**config.mk**
```make
export PLATFORM = sky130hd
export DESIGN_NAME = slow_tick_timer
export DESIGN_NICKNAME = d
export VERILOG_FILES = /design/src/rtl/slow_tick_pkg.sv /design/src/rtl/sync_edge_detect.sv /design/src/rtl/slow_tick_timer.sv
export SDC_FILE = /design/constraint.sdc
export NUM_CORES = 1
export LEC_CHECK = 0
export ABC_AREA = 0
export BUFFER_PORTS_ARGS = -buffer_cell sky130_fd_sc_hd__buf_2
export CORE_MARGIN = 3
export CORE_UTILIZATION = 40
export CTS_CLUSTER_DIAMETER = 80
export DETAILED_ROUTE_END_ITERATION = 16
export HOLD_SLACK_MARGIN = 0.03
export MAX_ROUTING_LAYER = met4
export PLACE_DENSITY = 0.72
export SYNTH_ARGS = -nofsm -noshare
export SYNTH_HDL_FRONTEND = slang
export SYNTH_SLANG_ARGS = --single-unit
```
**constraint.sdc**
```tcl
create_clock -name clk -period 2.4 [get_ports clk]
set_clock_uncertainty 0.05 [all_clocks]
set_input_delay 0.48 -clock clk [delete_from_list [all_inputs] [get_ports clk]]
set_output_delay 0.48 -clock clk [all_outputs]
set_load 0.02 [all_outputs]
```
**src/rtl/slow_tick_pkg.sv**
```systemverilog
// Shared types for the slow tick timer.
// Holds the timer state encoding and the period reset value.
package slow_tick_pkg;

  typedef enum logic [1:0] {
    IDLE,
    RUN,
    DONE
  } tmr_state_t;

  localparam int PERIOD_RST = 1;

endpackage

```
**src/rtl/sync_edge_detect.sv**
```systemverilog
// Synchronises a slow level input into clk.
// Emits a registered one-cycle pulse per rising edge.
module sync_edge_detect
  import slow_tick_pkg::*;
#(
  parameter int SYNC_STAGES = 2
) (
  input  logic clk,
  input  logic rst,
  input  logic slow_in,
  output logic tick
);

  logic [SYNC_STAGES-1:0] sync_q;
  logic                   prev_q;
  logic                   level;

  assign level = sync_q[SYNC_STAGES-1];

  always_ff @(posedge clk) begin
    if (rst) begin
      sync_q <= '0;
      prev_q <= 1'b0;
      tick   <= 1'b0;
    end else begin
      sync_q <= {sync_q[SYNC_STAGES-2:0], slow_in};
      prev_q <= level;
      tick   <= level & ~prev_q;
    end
  end

endmodule

```
**src/rtl/slow_tick_timer.sv**
```systemverilog
// Interval timer counting synchronised slow-clock ticks.
// One-shot or periodic, with expiry pulse and sticky irq.
module slow_tick_timer
  import slow_tick_pkg::*;
#(
  parameter int SYNC_STAGES = 2,
  parameter int CNT_W       = 16
) (
  input  logic             clk,
  input  logic             rst,
  input  logic             slow_in,
  input  logic [CNT_W-1:0] cfg_period,
  input  logic             cfg_load,
  input  logic             cfg_periodic,
  input  logic             start,
  input  logic             stop,
  input  logic             irq_clr,
  output logic             tick,
  output logic             expire,
  output logic             irq,
  output logic             busy,
  output logic [CNT_W-1:0] count
);

  localparam logic [CNT_W-1:0] ONE = CNT_W'(1);

  tmr_state_t       state;
  tmr_state_t       state_d;
  logic [CNT_W-1:0] period_q;
  logic [CNT_W-1:0] count_d;
  logic             periodic_q;
  logic             expire_d;
  logic             run_tick;
  logic             last_tick;
  logic             load_ok;

  sync_edge_detect #(
    .SYNC_STAGES(SYNC_STAGES)
  ) u_sync (
    .clk    (clk),
    .rst    (rst),
    .slow_in(slow_in),
    .tick   (tick)
  );

  assign run_tick  = tick && (state == RUN);
  assign last_tick = run_tick && (count == ONE);
  assign load_ok   = cfg_load && (state != RUN);

  always_ff @(posedge clk) begin
    if (rst) state <= IDLE;
    else     state <= state_d;
  end

  always_comb begin
    state_d = state;
    if (stop)
      state_d = IDLE;
    else if (start)
      state_d = RUN;
    else if (last_tick && !periodic_q)
      state_d = DONE;
  end

  // stop beats start beats tick
  always_comb begin
    count_d  = count;
    expire_d = 1'b0;
    if (stop) begin
      count_d = '0;
    end else if (start) begin
      count_d = period_q;
    end else if (last_tick) begin
      expire_d = 1'b1;
      count_d  = periodic_q ? period_q : '0;
    end else if (run_tick && count != '0) begin
      count_d = count - ONE;
    end
  end

  always_ff @(posedge clk) begin
    if (rst) begin
      count      <= '0;
      expire     <= 1'b0;
      irq        <= 1'b0;
      busy       <= 1'b0;
      period_q   <= CNT_W'(PERIOD_RST);
      periodic_q <= 1'b0;
    end else begin
      count  <= count_d;
      expire <= expire_d;
      busy   <= (state_d == RUN);
      if (load_ok) begin
        period_q   <= (cfg_period == '0) ? ONE : cfg_period;
        periodic_q <= cfg_periodic;
      end
      if (expire)       irq <= 1'b1;
      else if (irq_clr) irq <= 1'b0;
    end
  end

endmodule

```
==> implementation parameters <==
Parameter                              Value

Yosys
  Top FF cell, synth    sky130_fd_sc_hd__dfxtp_1
  Library cell occupying the most area in the post-synthesis netlist    sky130_fd_sc_hd__dfxtp_1
  Part of the Yosys area used for sequential elements    0.3907
  Post-Syn Area per Cell    8.245 µm²
  Share of synthesized flip-flops with an asynchronous set or reset    0
  Register bit total from synthesis    42
  Gate Count Post-Synth    261
  Post-synthesis instance area    0.002152 mm²
  Number of synthesized flops with an enable pin    0
  Syn_nets    287
  Post-synth top cells    44 x sky130_fd_sc_hd__nand2_1, 42 x sky130_fd_sc_hd__dfxtp_1, 27 x sky130_fd_sc_hd__a21oi_1
  Synth cell types    57
  Top-area cell type share of the netlist area    0.3907
  Top cells by area, synth    sky130_fd_sc_hd__dfxtp_1 39%, sky130_fd_sc_hd__nand2_1 7.7%, sky130_fd_sc_hd__a21oi_1 6.3%, sky130_fd_sc_hd__o21ai_0 3.3%, sky130_fd_sc_hd__nor2_1 2.6%
  Top-count cell post-synth    sky130_fd_sc_hd__nand2_1
  Yosys warnings    0

Clock network
  Clock Sink Count    42
  Hold buffers post-CTS    0
  CTS tree    yes
  Insertion delay to the later sink of the worst-skew pair    300 ps
  Number of buffers created by CTS    5
  Clock slew seen by the registers of the worst setup and hold paths    90 ps
  Setup fix buffers added after clock tree synthesis    0
  Buffer depth of the longest clock path    2
  Buffer cell driving the clock tree root    sky130_fd_sc_hd__clkbuf_8
  Post-cts gate resize count    0
  Deepest level of the CTS H-tree    2

Timing
  Post-route worst setup slack    203.5 ps
  Final period demand of the worst path    2197 ps
  Setup repair after global routing missed its margin    false
  Setup violators final    0
  Slew Limit Headroom    0.5842
  F_max    455.3 MHz
  Summed negative setup slack over all endpoints    0 ps
  Worst Tran Pin Value    619.5 ps
  Post-route clock period utilization    0.9152
  Final Hold Fails    0
  Final Max Tran Viols    0

Global route
  Global routing usage summed across all routing layers    0.1976
  Global route total overflow    0
  Via count of the first global-routing pass    1942
  Largest net degree at the start of global routing    23
  Number of antenna violations at the first check in global routing    0
  Wire length of the first global-routing pass    9487 µm

Worst setup path
  Classification of the worst setup path    reg -> reg
  Setup slack on the worst flop-to-flop path    200 ps
  Critical path startpoint category    register
  Arrival time worst endpoint    2330 ps
  CP endpoint kind    register
  Critical Path RT    2540 ps
  Worst flop-to-flop path endpoint    count[10]$_SDFFE_PP0P_
  Maximum fanout along the worst path    6
  Worst r2r path cells    8
  Reg2reg start    count[0]$_SDFFE_PP0P_

Routing
  Met1 layer wirelength in the final routing    2719 µm
  Post-route antenna net violation count    0
  DRC violations left    0
  Met3 Wirelength    400 µm
  Ratio of routed vias to standard cells    5.728
  Detailed Routing Iterations Pass 1    4
  Post-detailed-route wirelength per cell    15.40 µm
  Via count of the routed design    2165
  Met2 wire len    2573 µm
  First DRT Iteration DRCs    188
  Detailed-route wire length    5823 µm
  Top layer in use    met4

Run status
  Result of the run    completed

Die
  Effective utilization at floorplan    0.4187
  Area of the core    0.005140 mm²
  Height of the die    79.35 µm
  Floorplan die area    0.006296 mm²
  Number of I/O pins    44
  Die Wd    79.35 µm
  Number of placement rows    26

Hold path
  Origin of the worst min-delay path    slow_in
  Hold Path Class    in -> reg
  Sink of the worst hold path    u_sync.sync_q[0]$_SDFF_PP0_
  Cells on Worst Hold Path    2

Power
  Total leakage power    0.001032 µW
  Worst IR drop on VDD    330.1 µV
  Pwr dens    656.3 mW/mm²

Finish
  Nets@finish    333
  Total of fill cells in the finished design    525
  Area growth from synthesis to layout    18.55%
  Share of final-layout standard cells stronger than drive strength 1    0.2662
  ANT cells    0

Placement
  Worst setup timing slack at the placement stage    244.8 ps
  Quantity of I/O buffers inserted on ports    43
  HPWL after detailed placement    4298 µm
  Weighted congestion at the end of routability-driven global placement    0.9288

Run
  Maxcap violations    0
[cell usage in the layout (no fill, tap or decap), drive strengths merged, types with 2 or more instances in the layout]
master / synthesis / final
nand3: 11 / 11
nor4b: 2 / 2
and3: 2 / 2
a32o: 2 / 2
and2: 2 / 2
a21oi: 29 / 29
or2: 3 / 3
ha: 2 / 2
nor2: 17 / 17
buf: 5 / 53
a211oi: 3 / 3
or4: 2 / 2
nor2b: 5 / 5
dfxtp: 42 / 42
o31ai: 3 / 3
a311o: 2 / 2
a221oi: 3 / 3
o21ai: 15 / 15
xor2: 2 / 2
a41oi: 2 / 2
nand4: 4 / 4
clkbuf: 9 / 6
a32oi: 2 / 2
nor3: 8 / 8
a22oi: 3 / 3
mux2: 2 / 2
inv: 6 / 6
a31o: 5 / 5
a31oi: 4 / 4
nand2: 44 / 44
nor4: 6 / 6
[worst max-delay path: stages (launching register included)]
cell,delay (ps)
sky130_fd_sc_hd__dfxtp_1,370
sky130_fd_sc_hd__inv_1,80
sky130_fd_sc_hd__ha_1,160
sky130_fd_sc_hd__buf_4,140
sky130_fd_sc_hd__or3b_2,500
sky130_fd_sc_hd__nor2_1,380
sky130_fd_sc_hd__a41oi_1,170
sky130_fd_sc_hd__a32oi_1,180
sky130_fd_sc_hd__nor3_1,60
[state kept, by name (all words and copies together) (netlist names)]
signal,cells
busy,1
count,16
expire,1
irq,1
period_q,16
periodic_q,1
state,2
u_sync.prev_q,1
u_sync.sync_q,2
u_sync.tick,1
[stage by stage]
step | cells | power [µW] | hold slack (ps) | util | cell area [µm²]
final | 378 | 1674 | 335.5 | 0.4963 | 2551
after global routing | 378 | 1757 | 340.5 | 0.4963 | 2551
after CTS | 378 | 1679 | 327.2 | 0.4963 | 2551
after detailed placement | 370 | 1116 | 333.8 | 0.4749 | 2441
after global placement | 370 | 1109 | 323.6 | 0.4749 | 2441
after floorplan | 261 | 1016 | 317.4 | - | 2152
[power by group]
| group | switching (µW) | total [µW] | leakage (µW) | internal [µW] |
|---|---|---|---|---|
| clock | 257 | 567 | 0.0000514 | 311 |
| combinational | 203 | 344 | 0.000637 | 141 |
| sequential | 34.3 | 763 | 0.000343 | 728 |
| total | 494 | 1670 | 0.00103 | 1180 |
[worst max-delay path by stage]
stage                     cells after the start                  start                      to  slack [ps]
after floorplan                               7  count[0]$_SDFFE_PP0P_  count[15]$_SDFFE_PP0P_         320
after global placement                        8  count[0]$_SDFFE_PP0P_  count[10]$_SDFFE_PP0P_         270
after detailed placement                      8  count[0]$_SDFFE_PP0P_  count[10]$_SDFFE_PP0P_         240
after CTS                                     8  count[0]$_SDFFE_PP0P_  count[10]$_SDFFE_PP0P_         230
after global routing                          7  count[0]$_SDFFE_PP0P_   count[8]$_SDFFE_PP0P_          70
final                                         8  count[0]$_SDFFE_PP0P_  count[10]$_SDFFE_PP0P_         200
[metal layers]
layer,track usage,up-vias
met5,-,-
met4,0.08247,0
met3,0.03515,15
met2,0.2887,94
met1,0.2689,1010
li1,-,1046
[cell type report]
cell class / instances / area (µm²) / share of cell area
clock buffers: 6 / 72.57 / 0.02845
clock inverters: 2 / 37.54 / 0.01471
inverters: 6 / 22.52 / 0.008828
multi-input cells: 199 / 1200 / 0.4703
flip-flops and latches: 42 / 840.8 / 0.3296
well taps: 70 / 87.58 / 0.03433
repair buffers: 53 / 290.3 / 0.1138
[cells by family (layout without fill, tap and decap cells)]
family | after synthesis | in the layout | share of synthesized area
AND/OR/NAND/NOR | 114 | 114 | 0.2866
AO/OA/AOI/OAI | 78 | 78 | 0.2349
flip-flops | 42 | 42 | 0.3907
buffers and inverters | 20 | 67 | 0.05174
XOR/XNOR | 3 | 3 | 0.01221
adder cells (fa/ha/maj) | 2 | 2 | 0.01163
multiplexers | 2 | 2 | 0.01221
No activity file was read; power rests on OpenSTA's default activity.
